==> src/rtl/nanorv32_rf_wb_ctrl_pkg.sv <==
// Shared constants, types and helpers for the NANORV32 register-file write-back controller.
package nanorv32_rf_wb_ctrl_pkg;

  localparam int NANORV32_RF_PORTRD_MSB = 4;
  localparam int NANORV32_DATA_MSB      = 31;
  localparam int NANORV32_RF_NUM_REGS   = 32;

  typedef logic [NANORV32_RF_PORTRD_MSB:0] reg_sel_t;
  typedef logic [NANORV32_DATA_MSB:0]      data_t;
  typedef logic [NANORV32_RF_NUM_REGS-1:0] reg_mask_t;

  typedef struct packed {
    reg_sel_t rd;
    data_t    data;
  } lq_entry_t;

  // x0 only behaves as a real register in micro-ROM mode
  function automatic logic writable(input reg_sel_t sel, input logic hidden);
    return (sel != '0) || hidden;
  endfunction

endpackage

==> src/rtl/nanorv32_rf_wb_ctrl_if.sv <==
// Bundles the result, decode and regfile write-port signals of the write-back controller.
interface nanorv32_rf_wb_ctrl_if;
  import nanorv32_rf_wb_ctrl_pkg::*;

  logic     allow_hidden_use_of_x0;
  logic     alu_valid;
  reg_sel_t alu_sel_rd;
  data_t    alu_data;
  logic     lsu_valid;
  reg_sel_t lsu_sel_rd;
  data_t    lsu_data;
  logic     lsu_ready;
  logic     ld_issue_valid;
  reg_sel_t ld_issue_rd;
  reg_sel_t dec_rs1;
  reg_sel_t dec_rs2;
  reg_sel_t dec_rd;
  logic     dec_valid;
  logic     dec_stall;
  reg_sel_t sel_rd;
  data_t    rd;
  logic     write_rd;
  reg_sel_t sel_rd2;
  data_t    rd2;
  logic     write_rd2;
  logic     fwd_a_valid;
  data_t    fwd_a_data;
  logic     fwd_b_valid;
  data_t    fwd_b_data;

  modport master (
    output allow_hidden_use_of_x0, alu_valid, alu_sel_rd, alu_data,
           lsu_valid, lsu_sel_rd, lsu_data, ld_issue_valid, ld_issue_rd,
           dec_rs1, dec_rs2, dec_rd, dec_valid,
    input  lsu_ready, dec_stall, sel_rd, rd, write_rd, sel_rd2, rd2, write_rd2,
           fwd_a_valid, fwd_a_data, fwd_b_valid, fwd_b_data
  );

  modport slave (
    input  allow_hidden_use_of_x0, alu_valid, alu_sel_rd, alu_data,
           lsu_valid, lsu_sel_rd, lsu_data, ld_issue_valid, ld_issue_rd,
           dec_rs1, dec_rs2, dec_rd, dec_valid,
    output lsu_ready, dec_stall, sel_rd, rd, write_rd, sel_rd2, rd2, write_rd2,
           fwd_a_valid, fwd_a_data, fwd_b_valid, fwd_b_data
  );

endinterface

==> src/rtl/nanorv32_wb_fifo.sv <==
// Generic synchronous FIFO; pointers carry an extra wrap bit to tell full from empty.
module nanorv32_wb_fifo #(
  parameter int WIDTH = 37,
  parameter int DEPTH = 2
) (
  input  logic             clk,
  input  logic             rst,
  input  logic             push,
  input  logic             pop,
  input  logic [WIDTH-1:0] din,
  output logic [WIDTH-1:0] dout,
  output logic             full,
  output logic             empty
);

  localparam int AW = $clog2(DEPTH);

  logic [WIDTH-1:0] mem [DEPTH];
  logic [AW:0]      wptr;
  logic [AW:0]      rptr;

  assign empty = (wptr == rptr);
  assign full  = (wptr[AW] != rptr[AW]) && (wptr[AW-1:0] == rptr[AW-1:0]);
  assign dout  = mem[rptr[AW-1:0]];

  always_ff @(posedge clk or posedge rst) begin
    if (rst) begin
      wptr <= '0;
      rptr <= '0;
    end else begin
      if (push && !full)
        wptr <= wptr + (AW+1)'(1);
      if (pop && !empty)
        rptr <= rptr + (AW+1)'(1);
    end
  end

  // Storage needs no reset; the pointers alone define what is valid
  always_ff @(posedge clk) begin
    if (push && !full)
      mem[wptr[AW-1:0]] <= din;
  end

endmodule

==> src/rtl/nanorv32_rf_wb_ctrl.sv <==
// Write-back controller: ALU pass-through on port 1, queued load results on port 2,
// pending-load scoreboard for decode stalls and same-cycle forwarding.
module nanorv32_rf_wb_ctrl #(
  parameter int LQ_DEPTH = 2
) (
  input logic                 clk,
  input logic                 rst,
  nanorv32_rf_wb_ctrl_if.slave bus
);
  import nanorv32_rf_wb_ctrl_pkg::*;

  lq_entry_t push_entry;
  lq_entry_t head;
  logic      lq_full;
  logic      lq_empty;
  logic      lq_push;
  logic      collision;
  logic      hidden;
  reg_mask_t pend;
  reg_mask_t pend_set;
  reg_mask_t pend_clr;
  logic      hz_rs1;
  logic      hz_rs2;
  logic      hz_rd;

  assign hidden = bus.allow_hidden_use_of_x0;

  assign bus.write_rd = bus.alu_valid && writable(bus.alu_sel_rd, hidden);
  assign bus.sel_rd   = bus.alu_sel_rd;
  assign bus.rd       = bus.alu_data;

  // Loads to a non-writable register are acknowledged but never enter the queue
  assign bus.lsu_ready = !lq_full;
  assign lq_push       = bus.lsu_valid && !lq_full && writable(bus.lsu_sel_rd, hidden);
  assign push_entry    = '{rd: bus.lsu_sel_rd, data: bus.lsu_data};

  nanorv32_wb_fifo #(
    .WIDTH($bits(lq_entry_t)),
    .DEPTH(LQ_DEPTH)
  ) u_lq (
    .clk  (clk),
    .rst  (rst),
    .push (lq_push),
    .pop  (bus.write_rd2),
    .din  (push_entry),
    .dout (head),
    .full (lq_full),
    .empty(lq_empty)
  );

  // Port 1 wins a same-register collision; the head simply waits a cycle
  assign collision     = bus.write_rd && (bus.alu_sel_rd == head.rd);
  assign bus.write_rd2 = !lq_empty && !collision;
  assign bus.sel_rd2   = lq_empty ? '0 : head.rd;
  assign bus.rd2       = lq_empty ? '0 : head.data;

  assign pend_set = (bus.ld_issue_valid && writable(bus.ld_issue_rd, hidden))
                    ? (reg_mask_t'(1) << bus.ld_issue_rd) : '0;
  assign pend_clr = bus.write_rd2 ? (reg_mask_t'(1) << head.rd) : '0;

  // Set is applied after clear so a re-issued load keeps its register pending
  always_ff @(posedge clk or posedge rst) begin
    if (rst)
      pend <= '0;
    else
      pend <= (pend & ~pend_clr) | pend_set;
  end

  assign hz_rs1        = pend[bus.dec_rs1] && writable(bus.dec_rs1, hidden);
  assign hz_rs2        = pend[bus.dec_rs2] && writable(bus.dec_rs2, hidden);
  assign hz_rd         = pend[bus.dec_rd]  && writable(bus.dec_rd, hidden);
  assign bus.dec_stall = bus.dec_valid && (hz_rs1 || hz_rs2 || hz_rd);

  // Forwarding mirrors the regfile: port 1 has priority over port 2
  always_comb begin
    bus.fwd_a_valid = 1'b0;
    bus.fwd_a_data  = '0;
    bus.fwd_b_valid = 1'b0;
    bus.fwd_b_data  = '0;
    if (bus.write_rd && bus.alu_sel_rd == bus.dec_rs1) begin
      bus.fwd_a_valid = 1'b1;
      bus.fwd_a_data  = bus.alu_data;
    end else if (bus.write_rd2 && bus.sel_rd2 == bus.dec_rs1) begin
      bus.fwd_a_valid = 1'b1;
      bus.fwd_a_data  = bus.rd2;
    end
    if (bus.write_rd && bus.alu_sel_rd == bus.dec_rs2) begin
      bus.fwd_b_valid = 1'b1;
      bus.fwd_b_data  = bus.alu_data;
    end else if (bus.write_rd2 && bus.sel_rd2 == bus.dec_rs2) begin
      bus.fwd_b_valid = 1'b1;
      bus.fwd_b_data  = bus.rd2;
    end
  end

endmodule

==> src/flat_wrapper.sv <==
// flat-port wrapper written by rule: the top's interface ports become plain ports
module nanorv32_rf_wb_ctrl_flat import nanorv32_rf_wb_ctrl_pkg::*;
#(
  parameter int LQ_DEPTH = 2
)
  (clk, rst, bus_allow_hidden_use_of_x0, bus_alu_valid, bus_alu_sel_rd, bus_alu_data, bus_lsu_valid, bus_lsu_sel_rd, bus_lsu_data, bus_ld_issue_valid, bus_ld_issue_rd, bus_dec_rs1, bus_dec_rs2, bus_dec_rd, bus_dec_valid, bus_lsu_ready, bus_dec_stall, bus_sel_rd, bus_rd, bus_write_rd, bus_sel_rd2, bus_rd2, bus_write_rd2, bus_fwd_a_valid, bus_fwd_a_data, bus_fwd_b_valid, bus_fwd_b_data);
  nanorv32_rf_wb_ctrl_if bus_i ();
  input logic clk;
  input logic rst;
  input wire logic [$bits(bus_i.allow_hidden_use_of_x0)-1:0] bus_allow_hidden_use_of_x0;
  input wire logic [$bits(bus_i.alu_valid)-1:0] bus_alu_valid;
  input wire logic [$bits(bus_i.alu_sel_rd)-1:0] bus_alu_sel_rd;
  input wire logic [$bits(bus_i.alu_data)-1:0] bus_alu_data;
  input wire logic [$bits(bus_i.lsu_valid)-1:0] bus_lsu_valid;
  input wire logic [$bits(bus_i.lsu_sel_rd)-1:0] bus_lsu_sel_rd;
  input wire logic [$bits(bus_i.lsu_data)-1:0] bus_lsu_data;
  input wire logic [$bits(bus_i.ld_issue_valid)-1:0] bus_ld_issue_valid;
  input wire logic [$bits(bus_i.ld_issue_rd)-1:0] bus_ld_issue_rd;
  input wire logic [$bits(bus_i.dec_rs1)-1:0] bus_dec_rs1;
  input wire logic [$bits(bus_i.dec_rs2)-1:0] bus_dec_rs2;
  input wire logic [$bits(bus_i.dec_rd)-1:0] bus_dec_rd;
  input wire logic [$bits(bus_i.dec_valid)-1:0] bus_dec_valid;
  output wire logic [$bits(bus_i.lsu_ready)-1:0] bus_lsu_ready;
  output wire logic [$bits(bus_i.dec_stall)-1:0] bus_dec_stall;
  output wire logic [$bits(bus_i.sel_rd)-1:0] bus_sel_rd;
  output wire logic [$bits(bus_i.rd)-1:0] bus_rd;
  output wire logic [$bits(bus_i.write_rd)-1:0] bus_write_rd;
  output wire logic [$bits(bus_i.sel_rd2)-1:0] bus_sel_rd2;
  output wire logic [$bits(bus_i.rd2)-1:0] bus_rd2;
  output wire logic [$bits(bus_i.write_rd2)-1:0] bus_write_rd2;
  output wire logic [$bits(bus_i.fwd_a_valid)-1:0] bus_fwd_a_valid;
  output wire logic [$bits(bus_i.fwd_a_data)-1:0] bus_fwd_a_data;
  output wire logic [$bits(bus_i.fwd_b_valid)-1:0] bus_fwd_b_valid;
  output wire logic [$bits(bus_i.fwd_b_data)-1:0] bus_fwd_b_data;
  assign bus_i.allow_hidden_use_of_x0 = bus_allow_hidden_use_of_x0;
  assign bus_i.alu_valid = bus_alu_valid;
  assign bus_i.alu_sel_rd = bus_alu_sel_rd;
  assign bus_i.alu_data = bus_alu_data;
  assign bus_i.lsu_valid = bus_lsu_valid;
  assign bus_i.lsu_sel_rd = bus_lsu_sel_rd;
  assign bus_i.lsu_data = bus_lsu_data;
  assign bus_i.ld_issue_valid = bus_ld_issue_valid;
  assign bus_i.ld_issue_rd = bus_ld_issue_rd;
  assign bus_i.dec_rs1 = bus_dec_rs1;
  assign bus_i.dec_rs2 = bus_dec_rs2;
  assign bus_i.dec_rd = bus_dec_rd;
  assign bus_i.dec_valid = bus_dec_valid;
  assign bus_lsu_ready = bus_i.lsu_ready;
  assign bus_dec_stall = bus_i.dec_stall;
  assign bus_sel_rd = bus_i.sel_rd;
  assign bus_rd = bus_i.rd;
  assign bus_write_rd = bus_i.write_rd;
  assign bus_sel_rd2 = bus_i.sel_rd2;
  assign bus_rd2 = bus_i.rd2;
  assign bus_write_rd2 = bus_i.write_rd2;
  assign bus_fwd_a_valid = bus_i.fwd_a_valid;
  assign bus_fwd_a_data = bus_i.fwd_a_data;
  assign bus_fwd_b_valid = bus_i.fwd_b_valid;
  assign bus_fwd_b_data = bus_i.fwd_b_data;
  nanorv32_rf_wb_ctrl #(.LQ_DEPTH(LQ_DEPTH)) u_core (.clk(clk), .rst(rst), .bus(bus_i));
endmodule
==> config.mk <==
export PLATFORM = sky130hd
export DESIGN_NAME = nanorv32_rf_wb_ctrl_flat
export DESIGN_NICKNAME = d
export VERILOG_FILES = /design/src/rtl/nanorv32_rf_wb_ctrl_pkg.sv /design/src/rtl/nanorv32_rf_wb_ctrl_if.sv /design/src/rtl/nanorv32_wb_fifo.sv /design/src/rtl/nanorv32_rf_wb_ctrl.sv /design/src/flat_wrapper.sv
export SDC_FILE = /design/constraint.sdc
export NUM_CORES = 1
export LEC_CHECK = 0
export CAP_MARGIN = 10
export CORE_ASPECT_RATIO = 1.4
export CORE_UTILIZATION = 50
export DETAILED_ROUTE_END_ITERATION = 10
export PLACE_DENSITY = 0.88
export SKIP_CTS_REPAIR_TIMING = 1
export SLEW_MARGIN = 0
export SYNTH_ARGS = -nofsm -noshare
export SYNTH_HDL_FRONTEND = slang
export SYNTH_SLANG_ARGS = --single-unit
==> constraint.sdc <==
create_clock -name clk -period 5.4 [get_ports clk]
set_input_delay 1.08 -clock clk [delete_from_list [all_inputs] [get_ports clk]]
set_output_delay 1.08 -clock clk [all_outputs]
set_load 0.03 [all_outputs]
Yosys cells after proc, flatten, opt, wreduce, memory -nomap -nowiden

Memory sizes are Yosys's and may differ from the RTL's.
Cells that the tools add are included.
W data, S select, Z words.

Bitwise operators: 3
Shift-type cells: 2
Reduce and logical (&&, ||, !) cells: 34
$lt $le $gt $ge: 3
Muxes and demuxes: 20
Equal/unequal tests: 8
$add $sub $neg: 2

Operators with widths:

| kind                   | count |
|---|---|
| $mux W32               | 7 |
| $shl A1 B5 Y32 const A | 2 |
| $and A32 B32 Y32       | 1 |
| $not A32 Y32           | 1 |
| $or A32 B32 Y32        | 1 |
| $reduce_bool A5 Y1     | 6 |
| $eq A5 B5 Y1           | 5 |
| $lt A5 B6 Y1 const B   | 3 |
| $logic_and A1 B1 Y1    | 17 |
| $bmux W1 S5            | 3 |
| $mux W1                | 9 |
| $logic_or A1 B1 Y1     | 8 |
| $mux W5                | 1 |
| $add A2 B1 Y2 const B  | 2 |
| $logic_not A1 Y1       | 3 |
| $eq A2 B2 Y1           | 1 |
| $eq A1 B1 Y1           | 1 |
| $ne A1 B1 Y1           | 1 |

Register bits: 36
Memories kept: 1
Word-level logic and storage cells: 76
Output and inout port bits: 144
Bits in writable memories: 74

Memory list:

| memory          | words | bits a word | rd ports | clocked after memory_dff | wr ports | RTL line               | RTL |
|---|---|---|---|---|---|---|---|
| u_core.u_lq.mem | 2     | 37          | 1        | 0                        | 1        | nanorv32_wb_fifo.sv:18 | `logic [WIDTH-1:0] mem [DEPTH];` |

Longest topological paths before layout

Word-level depth: 10
Gate-level depth with buffers: 9
Mapped depth without buffers: 7

Cells and area by module

Synthesis repeated with hierarchy kept, for this count alone.

Cell total of the unflattened synthesis: 619
Area total of the unflattened synthesis: 7061.8 µm²

By module, submodules not included:

| module              | seq. area each (µm²) | cells an instance | area an instance (µm²) | instances |
|---|---|---|---|---|
| nanorv32_rf_wb_ctrl | 800.8                | 477               | 4146.5                 | 1 |
| nanorv32_wb_fifo    | 2322.2               | 142               | 2915.3                 | 1 |

Worst setup path before layout

No wires, ideal clock.

Kind: input -> output
Start point: input bus_allow_hidden_use_of_x0
End point: output bus_fwd_a_data[11]
Data arrival time: 3.022 ns
Path buffers: 1
Cell stages on the path: 7
Slack: 1.298 ns
Path through: or4_4 -> o31ai_4 -> or4_4 -> o21bai_4 -> nor4_4 -> buf_6 -> a22o_1

Word-level cells in the longest chain between the ends: 8
Elaborated cells on any way between the ends: 9
Those cells by class: mux: 2; reduce/logical: 7

Ends and longest elaborated chain:

| what                  | RTL line                      | RTL |
|---|---|---|
| start, declared       | flat_wrapper.sv:10            | `input wire logic [$bits(bus_i.allow_hidden_use_of_x0)-1:0] bus_allow_hidden_use_of_x0;` |
| $logic_or A1 B1 Y1 *  | nanorv32_rf_wb_ctrl_pkg.sv:19 | `return (sel != '0) \|\| hidden;` |
| $logic_and A1 B1 Y1 * | nanorv32_rf_wb_ctrl.sv:28     | `assign bus.write_rd = bus.alu_valid && writable(bus.alu_sel_rd, hidden);` |
| $logic_and A1 B1 Y1   | nanorv32_rf_wb_ctrl.sv:52     | `assign collision = bus.write_rd && (bus.alu_sel_rd == head.rd);` |
| $logic_not A1 Y1      | nanorv32_rf_wb_ctrl.sv:53     | `assign bus.write_rd2 = !lq_empty && !collision;` |
| $logic_and A1 B1 Y1   | nanorv32_rf_wb_ctrl.sv:53     |  |
| $logic_and A1 B1 Y1   | nanorv32_rf_wb_ctrl.sv:83     | `end else if (bus.write_rd2 && bus.sel_rd2 == bus.dec_rs1) begin` |
| $mux W32              | nanorv32_rf_wb_ctrl.sv:83     |  |
| $mux W32 *            | nanorv32_rf_wb_ctrl.sv:80     | `if (bus.write_rd && bus.alu_sel_rd == bus.dec_rs1) begin` |
| end, declared         | flat_wrapper.sv:32            | `output wire logic [$bits(bus_i.fwd_a_data)-1:0] bus_fwd_a_data;` |

Every way passes the cells marked *; elsewhere a longest branch is shown, timed or not.

Final worst setup path

Start point: input bus_allow_hidden_use_of_x0
End point: output bus_fwd_b_data[0]

Word-level cells in the longest chain between the ends: 8
Elaborated cells on any way between the ends: 9
Those cells by class: mux: 2; reduce/logical: 7

Ends and longest elaborated chain:

| what                  | RTL line                      | RTL |
|---|---|---|
| $logic_or A1 B1 Y1 *  | nanorv32_rf_wb_ctrl_pkg.sv:19 |  |
| $logic_and A1 B1 Y1 * | nanorv32_rf_wb_ctrl.sv:28     |  |
| $logic_and A1 B1 Y1   | nanorv32_rf_wb_ctrl.sv:52     |  |
| $logic_not A1 Y1      | nanorv32_rf_wb_ctrl.sv:53     |  |
| $logic_and A1 B1 Y1   | nanorv32_rf_wb_ctrl.sv:53     |  |
| $logic_and A1 B1 Y1   | nanorv32_rf_wb_ctrl.sv:90     | `end else if (bus.write_rd2 && bus.sel_rd2 == bus.dec_rs2) begin` |
| $mux W32              | nanorv32_rf_wb_ctrl.sv:90     |  |
| $mux W32 *            | nanorv32_rf_wb_ctrl.sv:87     | `if (bus.write_rd && bus.alu_sel_rd == bus.dec_rs2) begin` |
| end, declared         | flat_wrapper.sv:34            | `output wire logic [$bits(bus_i.fwd_b_data)-1:0] bus_fwd_b_data;` |

Marked as above.

==> metrics.md <==
| Metric | Value |
|---|---|
| Status | finished, final reports clean |
| Worst stage delay on the critical path | 0.60 ns |
| Final Skew | roughly 0.010 ns |
| CTS tree | built |
| CP Buf/Inv Count | 4 |
| Period utilization | 96.5% |
| Peak supply drop | 0.437 mV |
| Arr. time, crit path | 4.13 ns |
| Share of cells above drive strength 1 | approximately 20% |
| Number of global-route vias before repair | 6224 |
| Initial antenna violation count | 0 |
| Share of the synthesized area in the top cell type | 32.1% |
| Setup-failing EPs final | 0 |
| RSZ-0062 raised after global routing | false |
| Post-synthesis sequential area ratio | 45.1% |
| Delay-heaviest family, CP | buffers and inverters |
| Layout Utilization | 71.1% |
| WS Path Type | in -> out |
| First-pass iteration count of the detailed router | 5 |
| Pleak | 4.06 nW |
| Antenna cell count | 0 |
| Fmax | roughly 190 MHz |
| DRC | 0 |
| Synthesis-to-layout area growth | 38.3% |
| CTS sink cnt | 110 |
| Crit path max fanout | 18 |
| Largest net degree at the start of global routing | 41 |
| Syn_nets | 715 |
| Max Cap Viol | 0 |
| Worst-Margin Slew | 1.15 ns |
| Crit path capture type | output pin |
| Max clock buf depth | 2 |
| Yosys reg bits | 110 |
| Startpoint types | primary input |
| Average routed wire per standard cell | 22.3 um |
| First-pass GRT wire length | 33700 um |
| Initial drt markers | 394 |
| Slowest cell on crit path | or4_4 |
| Die Y-Extent | between 100 and 150 um |
| Site Rows | 50 |
| CP required | 4.32 ns |
| Die outline width | around 100 um |
| Core box area | 13500 um^2 |
| Nets | 915 |
| Cell depth of the worst min-delay path | 1 |
| Post-synth EDFFs | 74 |
| All-Layer GR Usage | between 30 and 40% |
| Worst hold path type | reg -> reg |
| Clock slew at reported path FFs | around 0.07 ns |
| Initial Util | 51.5% |
| Final min period | between 5 and 6 ns |
| Final Slew Violations | 0 |
| Avg Vias per Cell | around 6.2 |
| Mapped Avg Cell Area | 11.3 um^2 |
| Worst r2r path cells | 6 |
| Worst path depth | 10 |
| Dpl hpwl | 16800 um |
| Clock tree root buffer cell | clkbuf_16 |
| Remaining global-route overflow | 0 |
| Most common cell in the netlist | edfxtp_1 |
| Top cell type by total area after synthesis | edfxtp_1 |
| Synthesized instance count | 614 |
| Netlist Area Pre-Place | 6920 um^2 |
| Io pins | 245 |
| Num CTS Buffers | 9 |
| Synth warn | 0 |
| Hold Vio Cnt, Final | 0 |
| Critical-path cell list | clkdlybuf4s50_1 > or4_4 > o31ai_4 > or4_4 > o21bai_4 > nor4_4 > buf_4 > buf_4 > a22o_1 > buf_12 |
| Synth cell types | 52 |
| Clk_lat worst skew | 0.34 ns |
| Port buffer count | 244 |
| Synth area leaders | edfxtp_1 (32%), dfrtp_1 (13%), a22o_2 (6.5%) |
| Die area | 14300 um^2 |
| FFs w/ async S/R, synth | 32.7% |
| Slew headroom | 22.9% |
| Synth cell count leaders | edfxtp_1 (74), o21ai_0 (51), a22o_2 (45), mux2i_1 (45), nor2_1 (43) |
| Most used DFF post-synth | edfxtp_1 |
| Total routed wirelength | 22300 um |
| Power density cells | 557 nW/um^2 |
| Via count | 6210 |
| TNS Setup | 0 ns |
| H-Tree Depth | 3 |
| Gpl congestion | 0.934 |
| Antenna-violating nets left | 0 |
-- state kept, by name, indices dropped and copies added, names as in the netlist --
register / flops
u_core.u_lq.mem: 74
u_core.pend: 32
u_core.u_lq.rptr: 2
u_core.u_lq.wptr: 2
-- worst paths after layout --
path	start	endpoint	slack, ns
max in group asynchronous	rst	u_core.u_lq.rptr[0]$_DFFE_PP0P_	3.75
hold reg to reg	u_core.u_lq.rptr[1]$_DFFE_PP0P_	u_core.u_lq.rptr[1]$_DFFE_PP0P_	0.55
setup reg to reg	u_core.u_lq.rptr[0]$_DFFE_PP0P_	u_core.u_lq.mem[1][22]$_DFFE_PP_	2.08
hold / removal	u_core.u_lq.rptr[1]$_DFFE_PP0P_	u_core.u_lq.rptr[1]$_DFFE_PP0P_	0.55
setup / recovery	bus_allow_hidden_use_of_x0	bus_fwd_b_data[0]	0.19
min in group asynchronous	rst	u_core.pend[4]$_DFF_PP0_	0.96
-- cells by family (layout without fill, tap and decap cells) --
family / count (synthesis) / count (layout) / synth area share [%]
AOI/OAI and AO/OA: 194 / 194 / 20.8
xor gates and xnor gates: 24 / 24 / 3.04
and+or+nand+nor: 129 / 129 / 9.65
muxes: 66 / 66 / 13.3
DFF: 110 / 110 / 45.1
buffers and inverters: 91 / 296 / 8.06
-- per-stage QoR --
stage / area, um^2 / total power (W) / cells / setup WS (ns) / hold slack [ns]
2_1_floorplan: 6920 / 0.00351 / 614 / 1.30 / 0.498
3_3_place_gp: 9220 / 0.00459 / 985 / 0.225 / 0.512
3_5_place_dp: 9220 / 0.00468 / 985 / 0.123 / 0.535
4_1_cts: 9500 / 0.00532 / 1001 / 0.106 / 0.553
5_1_grt: 9570 / 0.00556 / 1001 / 0.116 / 0.558
6_report: 9570 / 0.00533 / 1001 / 0.187 / 0.550
-- layer usage --
metal	part of all wire, %	vias up	track usage [%]	wire [um]
met5	0	-	0	0
met4	4.3	0	15.5	952
met3	7.9	76	6.45	1770
met2	52	383	53.6	11700
met1	35	2999	36.5	7910
li1	-	2752	-	-
-- layout by cell type (no fill, tap or decap), drive strengths merged, types with 4 or more instances in the layout --
master | synthesis | final
o22ai | 16 | 16
a21oi | 14 | 14
nand3b | 6 | 6
nor4 | 4 | 4
o21ai | 52 | 52
inv | 10 | 13
mux2i | 46 | 46
edfxtp | 74 | 74
nor2 | 43 | 43
a22o | 64 | 64
dfrtp | 36 | 36
nor3 | 4 | 4
dlymetal6s2s | 0 | 27
or3 | 8 | 8
nand2 | 25 | 25
nand2b | 5 | 5
a31oi | 6 | 6
clkbuf | 19 | 9
xor2 | 9 | 9
mux4 | 20 | 20
xnor2 | 15 | 15
buf | 62 | 65
nand3 | 17 | 17
o211ai | 10 | 10
clkdlybuf4s50 | 0 | 178
o31ai | 19 | 19
-- final cells by class --
type                            instances  area (um^2)
Tap cell                              182          228
Clock inverter                          7         55.1
Timing Repair Buffer                  270         2630
Inverter                               10         37.5
Sequential cell                       110         3120
Clock buffer                            9          225
Fill cell                             948         3880
Multi-Input combinational cell        413         3270
-- power by group --
part	switching [W]	internal (W)	leakage, nW
combinational	0.00200	0.00120	2.80
clock	0.000308	0.000319	0.134
sequential	0.000264	0.00124	1.13
total	0.00257	0.00276	4.06
Note: power is estimated with default switching activity, not from simulation.
